--- config.mk ---
export PLATFORM = sky130hd
export DESIGN_NAME = completion_buffer_flat
export DESIGN_NICKNAME = d
export VERILOG_FILES = /design/src/rtl/completion_buffer_if.sv /design/src/rtl/completion_buffer.sv /design/src/flat_wrapper.sv
export SDC_FILE = /design/constraint.sdc
export NUM_CORES = 2
export LEC_CHECK = 0
export CAP_MARGIN = 20
export CORE_ASPECT_RATIO = 1.5
export CORE_MARGIN = 3
export CORE_UTILIZATION = 56
export CTS_CLUSTER_DIAMETER = 120
export CTS_CLUSTER_SIZE = 28
export DETAILED_ROUTE_END_ITERATION = 8
export PLACE_DENSITY_LB_ADDON = 0.08
export SLEW_MARGIN = 20
export SYNTH_ARGS = -nofsm -noshare
export SYNTH_HDL_FRONTEND = slang
export SYNTH_SLANG_ARGS = --single-unit
export TNS_END_PERCENT = 50
--- constraint.sdc ---
create_clock -name CLK -period 2.95 [get_ports CLK]
set_input_delay 0.59 -clock CLK [delete_from_list [all_inputs] [get_ports CLK]]
set_output_delay 0.59 -clock CLK [all_outputs]
set_load 0.05 [all_outputs]
--- src/rtl/completion_buffer_if.sv ---
// Completion buffer bus bundle: dispatch allocation, four writeback ports
// (arith, mult, div, load/store) and the in-order commit port.
//   master : the surrounding pipeline (drives alloc/writeback/flush)
//   slave  : the completion buffer itself
interface completion_buffer_if #(
  parameter int IDX_W = 4
);
  logic             flush;
  logic             alloc_en;
  logic [IDX_W-1:0] alloc_index;
  logic             full;
  logic             empty;

  logic             ready_a,  ready_mu,  ready_du,  ready_ls;
  logic [IDX_W-1:0] index_a,  index_mu,  index_du,  index_ls;
  logic [31:0]      wdata_a,  wdata_mu,  wdata_du,  wdata_ls;
  logic             wen_a,    wen_mu,    wen_du,    wen_ls;
  logic [4:0]       reg_rd_a, reg_rd_mu, reg_rd_du, reg_rd_ls;

  logic             commit_valid;
  logic             commit_wen;
  logic [4:0]       commit_rd;
  logic [31:0]      commit_wdata;
  logic [IDX_W-1:0] commit_index;

  modport master (
    output flush, alloc_en,
    output ready_a, ready_mu, ready_du, ready_ls,
    output index_a, index_mu, index_du, index_ls,
    output wdata_a, wdata_mu, wdata_du, wdata_ls,
    output wen_a, wen_mu, wen_du, wen_ls,
    output reg_rd_a, reg_rd_mu, reg_rd_du, reg_rd_ls,
    input  alloc_index, full, empty,
    input  commit_valid, commit_wen, commit_rd, commit_wdata, commit_index
  );

  modport slave (
    input  flush, alloc_en,
    input  ready_a, ready_mu, ready_du, ready_ls,
    input  index_a, index_mu, index_du, index_ls,
    input  wdata_a, wdata_mu, wdata_du, wdata_ls,
    input  wen_a, wen_mu, wen_du, wen_ls,
    input  reg_rd_a, reg_rd_mu, reg_rd_du, reg_rd_ls,
    output alloc_index, full, empty,
    output commit_valid, commit_wen, commit_rd, commit_wdata, commit_index
  );
endinterface

--- src/rtl/completion_buffer.sv ---
// Completion buffer: circular queue of NUM_CB_ENTRY entries. Dispatch
// allocates at the tail, execution units complete entries out of order,
// and the head entry retires in allocation order once it is done.
// Ports:
//   CLK  - clock, rising edge
//   nRST - asynchronous active-low reset
//   cb   - completion_buffer_if.slave (alloc, writeback, flush, commit)
module completion_buffer #(
  parameter int NUM_CB_ENTRY = 16,
  parameter int IDX_W        = $clog2(NUM_CB_ENTRY)
) (
  input logic                CLK,
  input logic                nRST,
  completion_buffer_if.slave cb
);
  localparam int N = NUM_CB_ENTRY;

  logic [N-1:0]     valid_q, valid_d;
  logic [N-1:0]     done_q,  done_d;
  logic [N-1:0]     wen_q,   wen_d;
  logic [4:0]       rd_q   [N];
  logic [4:0]       rd_d   [N];
  logic [31:0]      data_q [N];
  logic [31:0]      data_d [N];
  logic [IDX_W-1:0] head_q,  head_d;
  logic [IDX_W-1:0] tail_q,  tail_d;
  logic [IDX_W:0]   count_q, count_d;

  logic             full_w;
  logic             alloc_ok;
  logic             commit_ok;

  // Writeback ports flattened; slot 0 has highest priority.
  logic [3:0]       wb_rdy;
  logic [3:0]       wb_wen;
  logic [IDX_W-1:0] wb_idx  [4];
  logic [31:0]      wb_data [4];
  logic [4:0]       wb_rd   [4];

  assign wb_rdy     = {cb.ready_ls, cb.ready_du, cb.ready_mu, cb.ready_a};
  assign wb_wen     = {cb.wen_ls,   cb.wen_du,   cb.wen_mu,   cb.wen_a};
  assign wb_idx[0]  = cb.index_a;
  assign wb_idx[1]  = cb.index_mu;
  assign wb_idx[2]  = cb.index_du;
  assign wb_idx[3]  = cb.index_ls;
  assign wb_data[0] = cb.wdata_a;
  assign wb_data[1] = cb.wdata_mu;
  assign wb_data[2] = cb.wdata_du;
  assign wb_data[3] = cb.wdata_ls;
  assign wb_rd[0]   = cb.reg_rd_a;
  assign wb_rd[1]   = cb.reg_rd_mu;
  assign wb_rd[2]   = cb.reg_rd_du;
  assign wb_rd[3]   = cb.reg_rd_ls;

  assign full_w    = (count_q == (IDX_W+1)'(N));
  assign alloc_ok  = cb.alloc_en && !full_w;
  assign commit_ok = valid_q[head_q] && done_q[head_q] && !cb.flush;

  assign cb.alloc_index  = tail_q;
  assign cb.full         = full_w;
  assign cb.empty        = (count_q == '0);
  assign cb.commit_valid = commit_ok;
  assign cb.commit_wen   = wen_q[head_q];
  assign cb.commit_rd    = rd_q[head_q];
  assign cb.commit_wdata = data_q[head_q];
  assign cb.commit_index = head_q;

  always_comb begin
    valid_d = valid_q;
    done_d  = done_q;
    wen_d   = wen_q;
    for (int i = 0; i < N; i++) begin
      rd_d[i]   = rd_q[i];
      data_d[i] = data_q[i];
    end
    head_d  = head_q;
    tail_d  = tail_q;
    count_d = count_q;

    if (cb.flush) begin
      valid_d = '0;
      done_d  = '0;
      head_d  = '0;
      tail_d  = '0;
      count_d = '0;
    end else begin
      // Walk lowest priority first so a higher-priority unit hitting the
      // same entry overwrites it. Done entries can't also be the freshly
      // allocated tail or the retiring head, so these updates never collide.
      for (int e = 0; e < N; e++) begin
        for (int u = 3; u >= 0; u--) begin
          if (wb_rdy[u] && (wb_idx[u] == IDX_W'(e)) && valid_q[e] && !done_q[e]) begin
            done_d[e] = 1'b1;
            wen_d[e]  = wb_wen[u];
            rd_d[e]   = wb_rd[u];
            data_d[e] = wb_data[u];
          end
        end
      end

      if (commit_ok) begin
        valid_d[head_q] = 1'b0;
        done_d[head_q]  = 1'b0;
        head_d          = head_q + 1'b1;
      end

      if (alloc_ok) begin
        valid_d[tail_q] = 1'b1;
        done_d[tail_q]  = 1'b0;
        tail_d          = tail_q + 1'b1;
      end

      case ({alloc_ok, commit_ok})
        2'b10:   count_d = count_q + 1'b1;
        2'b01:   count_d = count_q - 1'b1;
        default: count_d = count_q;
      endcase
    end
  end

  always_ff @(posedge CLK or negedge nRST) begin
    if (!nRST) begin
      valid_q <= '0;
      done_q  <= '0;
      wen_q   <= '0;
      for (int i = 0; i < N; i++) begin
        rd_q[i]   <= '0;
        data_q[i] <= '0;
      end
      head_q  <= '0;
      tail_q  <= '0;
      count_q <= '0;
    end else begin
      valid_q <= valid_d;
      done_q  <= done_d;
      wen_q   <= wen_d;
      for (int i = 0; i < N; i++) begin
        rd_q[i]   <= rd_d[i];
        data_q[i] <= data_d[i];
      end
      head_q  <= head_d;
      tail_q  <= tail_d;
      count_q <= count_d;
    end
  end
endmodule

--- src/flat_wrapper.sv ---
// flat-port wrapper written by rule: the top's interface ports become plain ports
module completion_buffer_flat 
#(
  parameter int NUM_CB_ENTRY = 16,
  parameter int IDX_W        = $clog2(NUM_CB_ENTRY)
)
  (CLK, nRST, cb_flush, cb_alloc_en, cb_ready_a, cb_ready_mu, cb_ready_du, cb_ready_ls, cb_index_a, cb_index_mu, cb_index_du, cb_index_ls, cb_wdata_a, cb_wdata_mu, cb_wdata_du, cb_wdata_ls, cb_wen_a, cb_wen_mu, cb_wen_du, cb_wen_ls, cb_reg_rd_a, cb_reg_rd_mu, cb_reg_rd_du, cb_reg_rd_ls, cb_alloc_index, cb_full, cb_empty, cb_commit_valid, cb_commit_wen, cb_commit_rd, cb_commit_wdata, cb_commit_index);
  completion_buffer_if #(.IDX_W(IDX_W)) cb_i ();
  input logic CLK;
  input logic nRST;
  input wire logic [$bits(cb_i.flush)-1:0] cb_flush;
  input wire logic [$bits(cb_i.alloc_en)-1:0] cb_alloc_en;
  input wire logic [$bits(cb_i.ready_a)-1:0] cb_ready_a;
  input wire logic [$bits(cb_i.ready_mu)-1:0] cb_ready_mu;
  input wire logic [$bits(cb_i.ready_du)-1:0] cb_ready_du;
  input wire logic [$bits(cb_i.ready_ls)-1:0] cb_ready_ls;
  input wire logic [$bits(cb_i.index_a)-1:0] cb_index_a;
  input wire logic [$bits(cb_i.index_mu)-1:0] cb_index_mu;
  input wire logic [$bits(cb_i.index_du)-1:0] cb_index_du;
  input wire logic [$bits(cb_i.index_ls)-1:0] cb_index_ls;
  input wire logic [$bits(cb_i.wdata_a)-1:0] cb_wdata_a;
  input wire logic [$bits(cb_i.wdata_mu)-1:0] cb_wdata_mu;
  input wire logic [$bits(cb_i.wdata_du)-1:0] cb_wdata_du;
  input wire logic [$bits(cb_i.wdata_ls)-1:0] cb_wdata_ls;
  input wire logic [$bits(cb_i.wen_a)-1:0] cb_wen_a;
  input wire logic [$bits(cb_i.wen_mu)-1:0] cb_wen_mu;
  input wire logic [$bits(cb_i.wen_du)-1:0] cb_wen_du;
  input wire logic [$bits(cb_i.wen_ls)-1:0] cb_wen_ls;
  input wire logic [$bits(cb_i.reg_rd_a)-1:0] cb_reg_rd_a;
  input wire logic [$bits(cb_i.reg_rd_mu)-1:0] cb_reg_rd_mu;
  input wire logic [$bits(cb_i.reg_rd_du)-1:0] cb_reg_rd_du;
  input wire logic [$bits(cb_i.reg_rd_ls)-1:0] cb_reg_rd_ls;
  output wire logic [$bits(cb_i.alloc_index)-1:0] cb_alloc_index;
  output wire logic [$bits(cb_i.full)-1:0] cb_full;
  output wire logic [$bits(cb_i.empty)-1:0] cb_empty;
  output wire logic [$bits(cb_i.commit_valid)-1:0] cb_commit_valid;
  output wire logic [$bits(cb_i.commit_wen)-1:0] cb_commit_wen;
  output wire logic [$bits(cb_i.commit_rd)-1:0] cb_commit_rd;
  output wire logic [$bits(cb_i.commit_wdata)-1:0] cb_commit_wdata;
  output wire logic [$bits(cb_i.commit_index)-1:0] cb_commit_index;
  assign cb_i.flush = cb_flush;
  assign cb_i.alloc_en = cb_alloc_en;
  assign cb_i.ready_a = cb_ready_a;
  assign cb_i.ready_mu = cb_ready_mu;
  assign cb_i.ready_du = cb_ready_du;
  assign cb_i.ready_ls = cb_ready_ls;
  assign cb_i.index_a = cb_index_a;
  assign cb_i.index_mu = cb_index_mu;
  assign cb_i.index_du = cb_index_du;
  assign cb_i.index_ls = cb_index_ls;
  assign cb_i.wdata_a = cb_wdata_a;
  assign cb_i.wdata_mu = cb_wdata_mu;
  assign cb_i.wdata_du = cb_wdata_du;
  assign cb_i.wdata_ls = cb_wdata_ls;
  assign cb_i.wen_a = cb_wen_a;
  assign cb_i.wen_mu = cb_wen_mu;
  assign cb_i.wen_du = cb_wen_du;
  assign cb_i.wen_ls = cb_wen_ls;
  assign cb_i.reg_rd_a = cb_reg_rd_a;
  assign cb_i.reg_rd_mu = cb_reg_rd_mu;
  assign cb_i.reg_rd_du = cb_reg_rd_du;
  assign cb_i.reg_rd_ls = cb_reg_rd_ls;
  assign cb_alloc_index = cb_i.alloc_index;
  assign cb_full = cb_i.full;
  assign cb_empty = cb_i.empty;
  assign cb_commit_valid = cb_i.commit_valid;
  assign cb_commit_wen = cb_i.commit_wen;
  assign cb_commit_rd = cb_i.commit_rd;
  assign cb_commit_wdata = cb_i.commit_wdata;
  assign cb_commit_index = cb_i.commit_index;
  completion_buffer #(.NUM_CB_ENTRY(NUM_CB_ENTRY), .IDX_W(IDX_W)) u_core (.CLK(CLK), .nRST(nRST), .cb(cb_i));
endmodule
==> flow_metrics.py <==
metrics = {
    "run_status": {
        "status": "finished with violations",
        "violations": "setup timing",
    },
    "global_routing": {
        "gr-total-overflow": 0,
        "grt_max_degree": 81,
        "grt_pass1_wl_mm": 290,
        "antenna_found_initial": 9,
        "grt_pass1_vias": 45203,
        "gr-usage-all-layers_pct": 43.3,
    },
    "worst_setup_path": {
        "path_max_fanout": 10,
        "cp_slowest_cell": "mux4_2",
        "worst-setup-path-type": "flop to output port",
        "start_kind": "flop",
        "critPathTopFamily": "multiplexers",
        "worstPathRequired_ps": 2360,
        "slowest_delay_ps": 550,
        "cp_cell_sequence": "buf_12 -> buf_12 -> buf_4 -> mux4_2 -> mux4_2 -> buf_6",
        "path_buf_inv": 4,
        "endpoint_kind": "output port",
        "critPathArrivalTime_ps": 2940,
    },
    "synthesis": {
        "synth_cell_types": 59,
        "synth_top_area_cell": "dfrtp_1",
        "synth_top_family_by_area": "compound AO/OA/AOI/OAI gates",
        "syn_inst": 5646,
        "synth_area_leaders": "dfrtp_1, mux2i_1, a211oi_1",
        "async_flop_share_pct": 100,
        "syn-cell-area_um2": 47400,
        "synth-simple-area-share_pct": 12.6,
        "yosys_warnings": 0,
        "synth_sequential_area_ratio_pct": 34.4,
        "synth_adder_area_share_pct": 0.264,
        "muxShareOfSynthArea_pct": 22.2,
        "synth_ff_type": "dfrtp_1",
        "synth_compound_area_share_pct": 23.9,
        "synth_edf_count": 0,
        "synth_seq_cells": 653,
        "synth_top_area_share_pct": 34.4,
        "syn_nets": 5832,
        "synthXorXnorAreaFrac_pct": 0.129,
        "syn_avg_cell_area_um2": 8.40,
    },
    "placed_design": {
        "place.gp.congestion": 0.970,
        "dp_hpwl_mm": 122,
        "placed_area_um2": 52900,
        "dp_slack_ps": -273,
        "io_buffers": 224,
    },
    "layout": {
        "final_util_pct": 64.7,
        "drive_gt1_share_pct": 13.2,
        "fin_area_um2": 54300,
        "nNetsFinal": 5692,
        "areaGrowthSynthToFinish_pct": 14.5,
    },
    "detailed_routing": {
        "routed_via_density": 7.04,
        "wire_per_inst_um": 29.4,
        "drt_wl_total_mm": 195,
        "dr.pass1.iters": 6,
        "drt_iter0_drc": 6005,
        "drc": 0,
        "ant_nets": 0,
        "vias": 46748,
    },
    "die": {
        "die_h_um": 362,
        "die_w_um": 244,
        "initial_utilization_pct": 56.5,
        "core_um2": 83900,
        "placementRows": 130,
        "io_pins": 225,
        "die_area_um2": 88300,
    },
    "sta": {
        "setup_viol": 41,
        "layout_min_cycle_time_ps": 3530,
        "slew_viol_final": 0,
        "tightestPinTransition_ps": 1020,
        "finalCritPeriodShare_pct": 120,
        "rsz0062_at_grt": "yes",
        "layout_setup_ws_ps": -581,
        "slew_headroom_pct": 30.9,
        "fin_skew_ps": 27.8,
        "hold_violations": 0,
        "max_freq_mhz": 283,
    },
    "cts": {
        "cts_buffers": 27,
        "clock-root-buffer": "clkbuf_16",
        "clkSlewWorstSetupHoldPaths_ps": 120,
        "cts.sinks": 653,
        "ctsHtreeMaxLevel": 1,
        "cts_tree": "yes",
        "clk_latency_ps": 660,
        "clock_path_buffers": 3,
    },
    "min_path": {
        "hold_class": "input pin to flop",
    },
    "power_and_ir_drop": {
        "p_leak_uw": 0.0246,
        "p_per_area_nw_per_um2": 353,
        "p_total_uw": 19200,
        "max-vdd-ir-drop_v": 0.000512,
    },
    "run": {
        "cap_viol_max_count": 0,
    },
}
==> per-stage QoR <==
| stage | setup TNS [ps] | std cells | hold WS [ps] |
|---|---|---|---|
| CTS | -20560 | 6622 | 402 |
| global placement | -41840 | 6575 | 455 |
| global route | -21680 | 6634 | 449 |
| finish | -20370 | 6640 | 427 |
| detailed placement | -48090 | 6575 | 464 |
| floorplan | -4110 | 5646 | 294 |
==> cell usage in the layout (no fill, tap or decap), types with 5 or more instances in the layout <==
cell type	n
o211a_1	5
buf_8	7
o21ai_1	116
mux2i_1	608
nor3b_1	6
diode_2	10
and2_1	9
buf_12	148
nand2_1	598
and3b_1	6
nand3b_1	5
or4_4	7
nand3_1	22
clkdlybuf4s50_1	179
nand2b_1	27
buf_16	13
and3_1	7
a211oi_1	608
o22ai_1	9
nor2_1	678
clkbuf_16	29
dfrtp_1	649
a21oi_1	668
mux4_2	198
ha_1	8
or3_4	19
a31oi_1	7
nor3_2	19
nor3_1	10
buf_6	37
nor2b_1	6
a2111oi_0	5
nand4_1	15
inv_1	17
a211o_4	5
buf_4	208
o21ai_0	467
==> state kept, by name, summed over array words and instances (netlist names) <==
register	count
u_core.data_q	512
u_core.rd_q	80
u_core.done_q	16
u_core.valid_q	16
u_core.wen_q	16
u_core.count_q	5
u_core.cb.alloc_index	4
u_core.cb.commit_index	4
==> where the power goes <==
group	switching (µW)	total, µW	leakage [µW]	internal, µW
Clock	3140	4910	0.000357	1770
Combinational	2610	4420	0.0153	1810
Sequential	350	9870	0.00896	9520
Total	6090	19200	0.0246	13100
==> Yosys cell counts (10+ instances only) <==
cell / instances
nor2_1: 678
a21oi_1: 669
dfrtp_1: 653
a211oi_1: 608
mux2i_1: 608
nand2_1: 602
clkbuf_1: 581
o21ai_0: 467
mux4_2: 198
o21ai_1: 116
buf_1: 115
buf_2: 61
nor3_1: 30
nand2b_1: 27
nand3_1: 22
or3_1: 21
inv_1: 17
nand4_1: 15
ha_1: 10
==> worst min-delay path, stage by stage <==
cell,delay [ps]
buf_2,120
buf_12,210
nor2_1,120
==> final timing paths <==
check	from	endpoint	slack, ps	depth (start not counted)
max reg2reg	u_core.cb.commit_index[0]	u_core.count_q[4]	-290	14
max	u_core.cb.commit_index[0]	cb_commit_wdata[13]	-580	6
min in group asynchronous	nRST	u_core.count_q[0]	520	2
max in group asynchronous	nRST	u_core.data_q[493]	1470	3
min reg2reg	u_core.data_q[24]	u_core.data_q[24]	490	2
min	cb_flush	u_core.cb.alloc_index[0]	430	3
==> layer usage <==
layer | share of wire [%] | up-vias | global-route usage (%)
li1 | - | 20053 | -
met5 | 0.0051 | - | 0
met1 | 36 | 22639 | 55.8
met2 | 45 | 3225 | 67.4
met4 | 7.2 | 2 | 26.4
met3 | 12 | 829 | 8.92
==> area by class of cell <==
cell class              instances  area (µm²)
diodes                         10        25.0
clock inverters                 2        46.3
inverters                      17        63.8
repair buffers                598        7280
well taps                    1122        1400
multi-input cells            4209       28400
fillers                      7219       29600
flip-flops and latches        653       16400
clock buffers                  29         683
==> what timing repair did <==
| action | CTS | global route |
|---|---|---|
| cloned | 5 | 2 |
| buffers inserted | 10 | 7 |
| pin swaps | 0 | 2 |
| endpoints found under the hold margin | 38 | 0 |
| hold buffers | 1 | 0 |
| setup endpoints to repair | 42 | 42 |
| gates resized for setup | 71 | 13 |
==> kinds of logic (layout without fill, tap and decap cells) <==
| logic type | Yosys count | count (layout) |
|---|---|---|
| AOI/OAI and AO/OA | 1922 | 1922 |
| xor gates and xnor gates | 7 | 7 |
| adders and majority gates | 10 | 10 |
| buffers and inverters | 784 | 646 |
| DFF | 653 | 653 |
| muxes | 806 | 806 |
| other | 0 | 10 |
| and+or+nand+nor | 1464 | 1464 |
Power figures use the tool's default switching activity.
